### src/rtl/mem_arbiter.sv
// ---------------------------------------------------------------------------
// mem_arbiter
//   Shares one single-port unified instruction/data memory between the fetch
//   stage and the load/store path. At most one transaction is outstanding.
//   Data accesses win over fetch. A streak counter forces a fetch grant once
//   STARVE consecutive data grants have been made while fetch was waiting.
//
// Parameters
//   AW      address width
//   DW      data width
//   LAT     memory read latency, issue edge to valid mem_rdata (1..7)
//   STARVE  max consecutive data grants while fetch waits (1..15)
//
// Ports
//   i_clk, i_rst               clock, synchronous active-high reset
//   i_if_req / i_if_addr       fetch request (held until ack) and address
//   o_if_ack / o_if_rdata      fetch completion pulse and read data
//   o_if_stall                 fetch pending and not acknowledged this cycle
//   i_d_req / i_d_we / i_d_be  data request, store flag, byte enables
//   i_d_addr / i_d_wdata       data address and store data
//   o_d_ack / o_d_rdata        data completion pulse and load data
//   o_d_stall                  data pending and not acknowledged this cycle
//   o_mem_*                    memory issue port (en, we, be, addr, wdata)
//   i_mem_rdata                memory read data, valid LAT cycles after issue
//   o_busy                     a transaction is outstanding
//
// state | meaning
// ------+-------------------------------------------------------------
// IDLE  | no outstanding access; arbitrate and issue combinationally
// WAIT  | access issued; count down latency, ack when counter hits 0
// ---------------------------------------------------------------------------
module mem_arbiter #(
  parameter int AW     = 32,
  parameter int DW     = 32,
  parameter int LAT    = 2,
  parameter int STARVE = 4
) (
  input  logic          i_clk,
  input  logic          i_rst,

  input  logic          i_if_req,
  input  logic [AW-1:0] i_if_addr,
  output logic          o_if_ack,
  output logic [DW-1:0] o_if_rdata,
  output logic          o_if_stall,

  input  logic          i_d_req,
  input  logic          i_d_we,
  input  logic [3:0]    i_d_be,
  input  logic [AW-1:0] i_d_addr,
  input  logic [DW-1:0] i_d_wdata,
  output logic          o_d_ack,
  output logic [DW-1:0] o_d_rdata,
  output logic          o_d_stall,

  output logic          o_mem_en,
  output logic          o_mem_we,
  output logic [3:0]    o_mem_be,
  output logic [AW-1:0] o_mem_addr,
  output logic [DW-1:0] o_mem_wdata,
  input  logic [DW-1:0] i_mem_rdata,

  output logic          o_busy
);

  localparam logic ST_IDLE = 1'b0;
  localparam logic ST_WAIT = 1'b1;

  localparam logic [2:0] CNT_LOAD   = 3'(LAT - 1);
  localparam logic [3:0] STREAK_MAX = 4'(STARVE);

  logic       r_state;
  logic       r_owner_d;   // 1 = data path owns the outstanding access
  logic       r_store;     // outstanding access is a store
  logic [2:0] r_cnt;
  logic [3:0] r_streak;

  logic w_issue;
  logic w_grant_d;
  logic w_ack;

  // Data wins unless fetch has been passed over STARVE times in a row.
  assign w_grant_d = i_d_req & ~(i_if_req & (r_streak == STREAK_MAX));
  assign w_issue   = (r_state == ST_IDLE) & ~i_rst & (i_if_req | i_d_req);
  // Reset discards the outstanding access, so no ack may escape during it.
  assign w_ack     = (r_state == ST_WAIT) & (r_cnt == 3'd0) & ~i_rst;

  always_comb begin
    o_mem_en    = 1'b0;
    o_mem_we    = 1'b0;
    o_mem_be    = 4'h0;
    o_mem_addr  = '0;
    o_mem_wdata = '0;
    if (w_issue) begin
      o_mem_en = 1'b1;
      if (w_grant_d) begin
        o_mem_we    = i_d_we;
        o_mem_be    = i_d_be;
        o_mem_addr  = i_d_addr;
        o_mem_wdata = i_d_wdata;
      end else begin
        o_mem_be   = 4'hF;
        o_mem_addr = i_if_addr;
      end
    end
  end

  always_comb begin
    o_if_ack   = w_ack & ~r_owner_d;
    o_d_ack    = w_ack & r_owner_d;
    o_if_rdata = o_if_ack ? i_mem_rdata : '0;
    // Stores never sample the memory read bus.
    o_d_rdata  = (o_d_ack & ~r_store) ? i_mem_rdata : '0;
    o_if_stall = i_if_req & ~o_if_ack;
    o_d_stall  = i_d_req & ~o_d_ack;
    o_busy     = (r_state != ST_IDLE);
  end

  always_ff @(posedge i_clk) begin
    if (i_rst) begin
      r_state   <= ST_IDLE;
      r_owner_d <= 1'b0;
      r_store   <= 1'b0;
      r_cnt     <= 3'd0;
      r_streak  <= 4'd0;
    end else begin
      case (r_state)
        ST_IDLE: begin
          if (w_issue) begin
            r_state   <= ST_WAIT;
            r_owner_d <= w_grant_d;
            r_store   <= w_grant_d & i_d_we;
            r_cnt     <= (w_grant_d & i_d_we) ? 3'd0 : CNT_LOAD;
            // Streak only grows while fetch is actually waiting; it cannot
            // pass STREAK_MAX because that value forces a fetch grant.
            if (!w_grant_d)     r_streak <= 4'd0;
            else if (i_if_req)  r_streak <= r_streak + 4'd1;
            else                r_streak <= 4'd0;
          end
        end
        ST_WAIT: begin
          if (r_cnt != 3'd0) r_cnt   <= r_cnt - 3'd1;
          else               r_state <= ST_IDLE;
        end
        default: r_state <= ST_IDLE;
      endcase
    end
  end

endmodule

### config.mk
export PLATFORM = sky130hd
export DESIGN_NAME = mem_arbiter
export DESIGN_NICKNAME = d
export VERILOG_FILES = /design/src/rtl/mem_arbiter.sv
export SDC_FILE = /design/constraint.sdc
export NUM_CORES = 1
export LEC_CHECK = 0
export ABC_AREA = 1
export BUFFER_PORTS_ARGS = -buffer_cell sky130_fd_sc_hd__buf_2
export CORE_AREA = 8 8 101 103
export CTS_CLUSTER_SIZE = 16
export DETAILED_ROUTE_END_ITERATION = 7
export DIE_AREA = 0 0 109 111
export HOLD_SLACK_MARGIN = 0.1
export SYNTH_ARGS = -nofsm -noshare
export SYNTH_HDL_FRONTEND = slang
export SYNTH_SLANG_ARGS = --single-unit
### constraint.sdc
create_clock -name i_clk -period 2.2 [get_ports i_clk]
set_clock_uncertainty 0.2 [all_clocks]
set_input_delay 0.44 -clock i_clk [delete_from_list [all_inputs] [get_ports i_clk]]
set_output_delay 0.44 -clock i_clk [all_outputs]
set_load 0.005 [all_outputs]
# Yosys cells after proc, flatten, opt, wreduce, memory -nomap -nowiden
# Index checks and enable logic that the tools add are counted.
[totals] reg_bits=10 in_bits=137 output_inout_bits=139 elab_cells=53
[op_classes] n_addsub=2 n_eq_ne=3 mux=19 bitwise_logic=20 reduce_logical=4
[op_table] cell="$mux W32" count=6
[op_table] cell="$mux W4" count=4
[op_table] cell="$and A1 B1 Y1" count=12
[op_table] cell="$not A1 Y1" count=7
[op_table] cell="$mux W3" count=2
[op_table] cell="$pmux W3 S2" count=1
[op_table] cell="$mux W1" count=5
[op_table] cell="$add A4 B1 Y4 const B" count=1
[op_table] cell="$eq A4 B3 Y1 const B" count=1
[op_table] cell="$reduce_and A2 Y1" count=2
[op_table] cell="$logic_not A3 Y1" count=1
[op_table] cell="$reduce_bool A3 Y1" count=1
[op_table] cell="$sub A3 B1 Y3 const B" count=1
[op_table] cell="$ne A2 B1 Y1 const B" count=1
[op_table] cell="$ne A2 B2 Y1 const B" count=1
[op_table] cell="$pmux W1 S2" count=1
[op_table] cell="$or A1 B1 Y1" count=1

# Longest topological paths before layout
[logic_depth] ltp_word=8 depth_mapped=10 mapped_depth_nobuf=9

# Least setup slack after synthesis
# OpenSTA, ideal clock, no wires.
[synth_timing] path_type="register to output" from="register r_streak[0]" to="output port o_mem_addr[11]" t_arrival_ns=1.432 required_time_ns=1.560 slack_ns=0.128 path_stages_with_launch=9 cell_sequence="dfxtp_1 inv_1 ha_1 nand2_1 inv_1 a21boi_2 clkbuf_1 nor2_1 nor2_1"
[synth_between] elab_chain_cells=6
[synth_rtl] item="start: declaration" line="76" text="logic [3:0] r_streak;"
[synth_rtl] item="start signal: assignment" line="137" text="else if (i_if_req) r_streak <= r_streak + 4'd1;"
[synth_rtl] item="$eq A4 B3 Y1" line="83" text="assign w_grant_d = i_d_req & ~(i_if_req & (r_streak == STREAK_MAX));"
[synth_rtl] item="$and A1 B1 Y1" line="83"
[synth_rtl] item="$not A1 Y1" line="83"
[synth_rtl] item="$and A1 B1 Y1" line="83"
[synth_rtl] item="$mux W32" line="96" text="if (w_grant_d) begin"
[synth_rtl] item="$mux W32" line="94" text="if (w_issue) begin"
[synth_rtl] item="end: declaration" line="59" text="output logic [AW-1:0] o_mem_addr,"
# Every way passes these cells.

# Worst setup path after layout
[layout_timing] from="register r_cnt[0]" to="output port o_d_rdata[11]"
[layout_between] elab_chain_cells=6
[layout_rtl] item="start: declaration" line="75" text="logic [2:0] r_cnt;"
[layout_rtl] item="start signal: assignment" line="133" text="r_cnt <= (w_grant_d & i_d_we) ? 3'd0 : CNT_LOAD;"
[layout_rtl] item="start signal: assignment" line="142" text="if (r_cnt != 3'd0) r_cnt <= r_cnt - 3'd1;"
[layout_rtl] item="$logic_not A3 Y1" line="86" text="assign w_ack = (r_state == ST_WAIT) & (r_cnt == 3'd0) & ~i_rst;"
[layout_rtl] item="$and A1 B1 Y1 (2 in a row)" line="86"
[layout_rtl] item="$and A1 B1 Y1" line="110" text="o_d_ack = w_ack & r_owner_d;"
[layout_rtl] item="$and A1 B1 Y1" line="113" text="o_d_rdata = (o_d_ack & ~r_store) ? i_mem_rdata : '0;"
[layout_rtl] item="$mux W32" line="113"
[layout_rtl] item="end: declaration" line="53" text="output logic [DW-1:0] o_d_rdata,"
# Every way passes these cells.

==> results.ini <==
[worst_setup_path]
start_kind = flip-flop
critPathKind = flip-flop to output port
crit_slowest_cell = dfxtp_2
path_buf_inv = 4
crit_chain = inv_2, ha_4, ha_4, inv_2, nor3_4, nand2_2, or2_4, clkbuf_16, nor2_4, buf_2
crit_fanout = 6
end_kind = output port
critical-path-top-delay-family = simple AND/OR/NAND/NOR gates
max_stage_delay_ps = 320
cp_data_required_time_ps = 1560
arrival_ps = 1840

[cts]
hold_buffers = 0
cts_num_sinks = 10
cts_htree_levels = 1
root_buffer = clkbuf_8
clock_path_buffers = 2
worstSkewPairLatency_ps = 240
clkTransAtPathRegs_ps = 50
cts_tree = yes
numCtsBuffers = 3

[placement]
dp_hpwl_um = 8440
post-place-ws_ps = -78.1
finalWeightedCongestion = 0.837
port_buffers = 275

[drt]
viasPerCell = 4.31
route.detailed.drc = 0
drt-total-wl_um = 11800
dr.first_iter.drc_count = 137
antenna_left = 0
firstDrtPassIters = 4
wl_per_cell_um = 14.9
vias = 3411

[sta]
max_slew.worst_pin.slew_ps = 249
setup_ws_ps = -281
slew_viol_final = 0
finalSetupTns_ps = -21650
relSlewSlack_pct = 83.2
whs_ps = 262
final.min_clock_period_ps = 2480
fmax_mhz = 403
period_share_pct = 113
hold_violations = 0
setup_violations = 133
rsz0062_at_grt = yes

[cells_and_area]
final_common_cell = buf_2
drive_gt1_share_pct = 66.5
area_growth_pct = 142
final_cell_mix = buf_2, nor2_1, inv_1
fill_cells = 796
final_nets = 826
diodes = 0

[logic_synthesis]
synth-seq-cells = 10
syn-num-nets = 520
synth.area.top_cells = nor2_1, inv_1, dfxtp_1
synth-edff-count = 0
synthCells = 379
synth_area_leader_cell = nor2_1
ys.flop_type = dfxtp_1
async_flop_share_pct = 0
synth_warnings = 0
post-synth-top-area-fraction_pct = 27.5
postSynthAreaPerCell_um2 = 5.11
mappedNetlistArea_um2 = 1940
synth_seq_area_share_pct = 10.3
ys_types = 25

[die]
rows = 34
start_util_pct = 22.7
die_area_um2 = 12100
die_w_um = 109
die_h_um = 111
core_um2 = 8550
ios = 276

[global_routing]
antenna_found_initial = 0
grt_pass1_wl_um = 17400
overflow = 0
globalRouteTotalUtil_pct = 17.5
grt_start_max_net_pins = 38
grt_pass1_vias = 3470

[run_status]
violations = negative setup slack
outcome = finished with violations

[power_and_ir_drop]
ir_worst_vdd_v = 0.000143
powerDensity_nw_per_um2 = 245
p_leak_nw = 2.77

[hold_path]
min-delay-path-class = flip-flop to flip-flop

[job]
drv_cap = 0

-- where the power goes --
group	internal [mW]	switching, mW
Sequential	0.191	0.00589
Clock	0.158	0.0826
Combinational	0.357	0.355
Total	0.706	0.444
-- path summary, 6_finish.rpt --
kind                            to  slack (ps)  cells past startpoint                      from
min          r_cnt[2]$_SDFFE_PP0P_         260                      2     r_cnt[2]$_SDFFE_PP0P_
max                  o_d_rdata[11]        -280                     10     r_cnt[0]$_SDFFE_PP0P_
max reg2reg   r_store$_SDFFE_PP0P_         420                     10  r_streak[1]$_SDFFE_PP0P_
min reg2reg  r_cnt[2]$_SDFFE_PP0P_         260                      2     r_cnt[2]$_SDFFE_PP0P_
-- cells in the mapped netlist (3+ instances only) --
library cell,number
a21oi_1,7
buf_2,5
clkbuf_1,8
clkbuf_2,3
dfxtp_1,10
ha_1,4
inv_1,86
nand2_1,21
nand3_1,6
nor2_1,142
nor2_2,18
nor2_4,14
o21ai_0,35
o21ai_1,5
-- routing by layer --
layer / GRT usage (%) / wire (µm) / part of all wire (%)
met1: 17.0 / 4060 / 34
met2: 34.1 / 6440 / 54
met3: 5.23 / 1260 / 11
met4: 4.02 / 73 / 0.62
met5: 0 / 0 / 0
-- cells by family after synthesis --
kind of cell / count (synthesis) / share of synthesized area, %
simple gates: 208 / 49.9
buf+inv: 109 / 24.5
compound gates: 48 / 12.7
flops: 10 / 10.3
fa+ha+maj: 4 / 2.58
-- layout make-up --
class | count | area [µm²] | area share, %
repair buffers | 322 | 2180 | 46.4
multi-input cells | 260 | 1790 | 38.1
inverters | 88 | 333 | 7.09
flip-flops and latches | 10 | 205 | 4.37
well taps | 108 | 135 | 2.88
clock buffers | 4 | 55.1 | 1.17
-- flip-flops by register name, summed over array words and instances (netlist names) --
name,cells
r_store,1
r_cnt,3
o_busy,1
r_owner_d,1
r_streak,4
-- metrics by stage --
| stage | cells | total power [mW] | util (%) | cell area [µm²] |
|---|---|---|---|---|
| after floorplan | 379 | 0.413 | - | 1940 |
| after global placement | 758 | 0.683 | 40.9 | 3490 |
| after detailed placement | 758 | 0.687 | 40.9 | 3490 |
| after CTS | 788 | 1.09 | 50.4 | 4310 |
| after global routing | 792 | 1.23 | 54.9 | 4690 |
| final | 792 | 1.15 | 54.9 | 4690 |
-- timing repair --
| action | in CTS | in global routing |
|---|---|---|
| setup buffers | 12 | 5 |
| setup endpoints to repair | 135 | 137 |
| pin swaps | 35 | 8 |
| resized for setup | 99 | 96 |
| cloned | 14 | 2 |
-- worst reg2reg max path, stage by stage (launching register included) --
cell and delay (ps):
dfxtp_2 340, inv_2 50, ha_4 150, nand2_2 50
inv_2 50, a21boi_4 200, buf_6 140, nand2_8 90
buf_16 170, buf_4 140, o21ai_0 130
No activity file was read; power rests on OpenSTA's default activity.
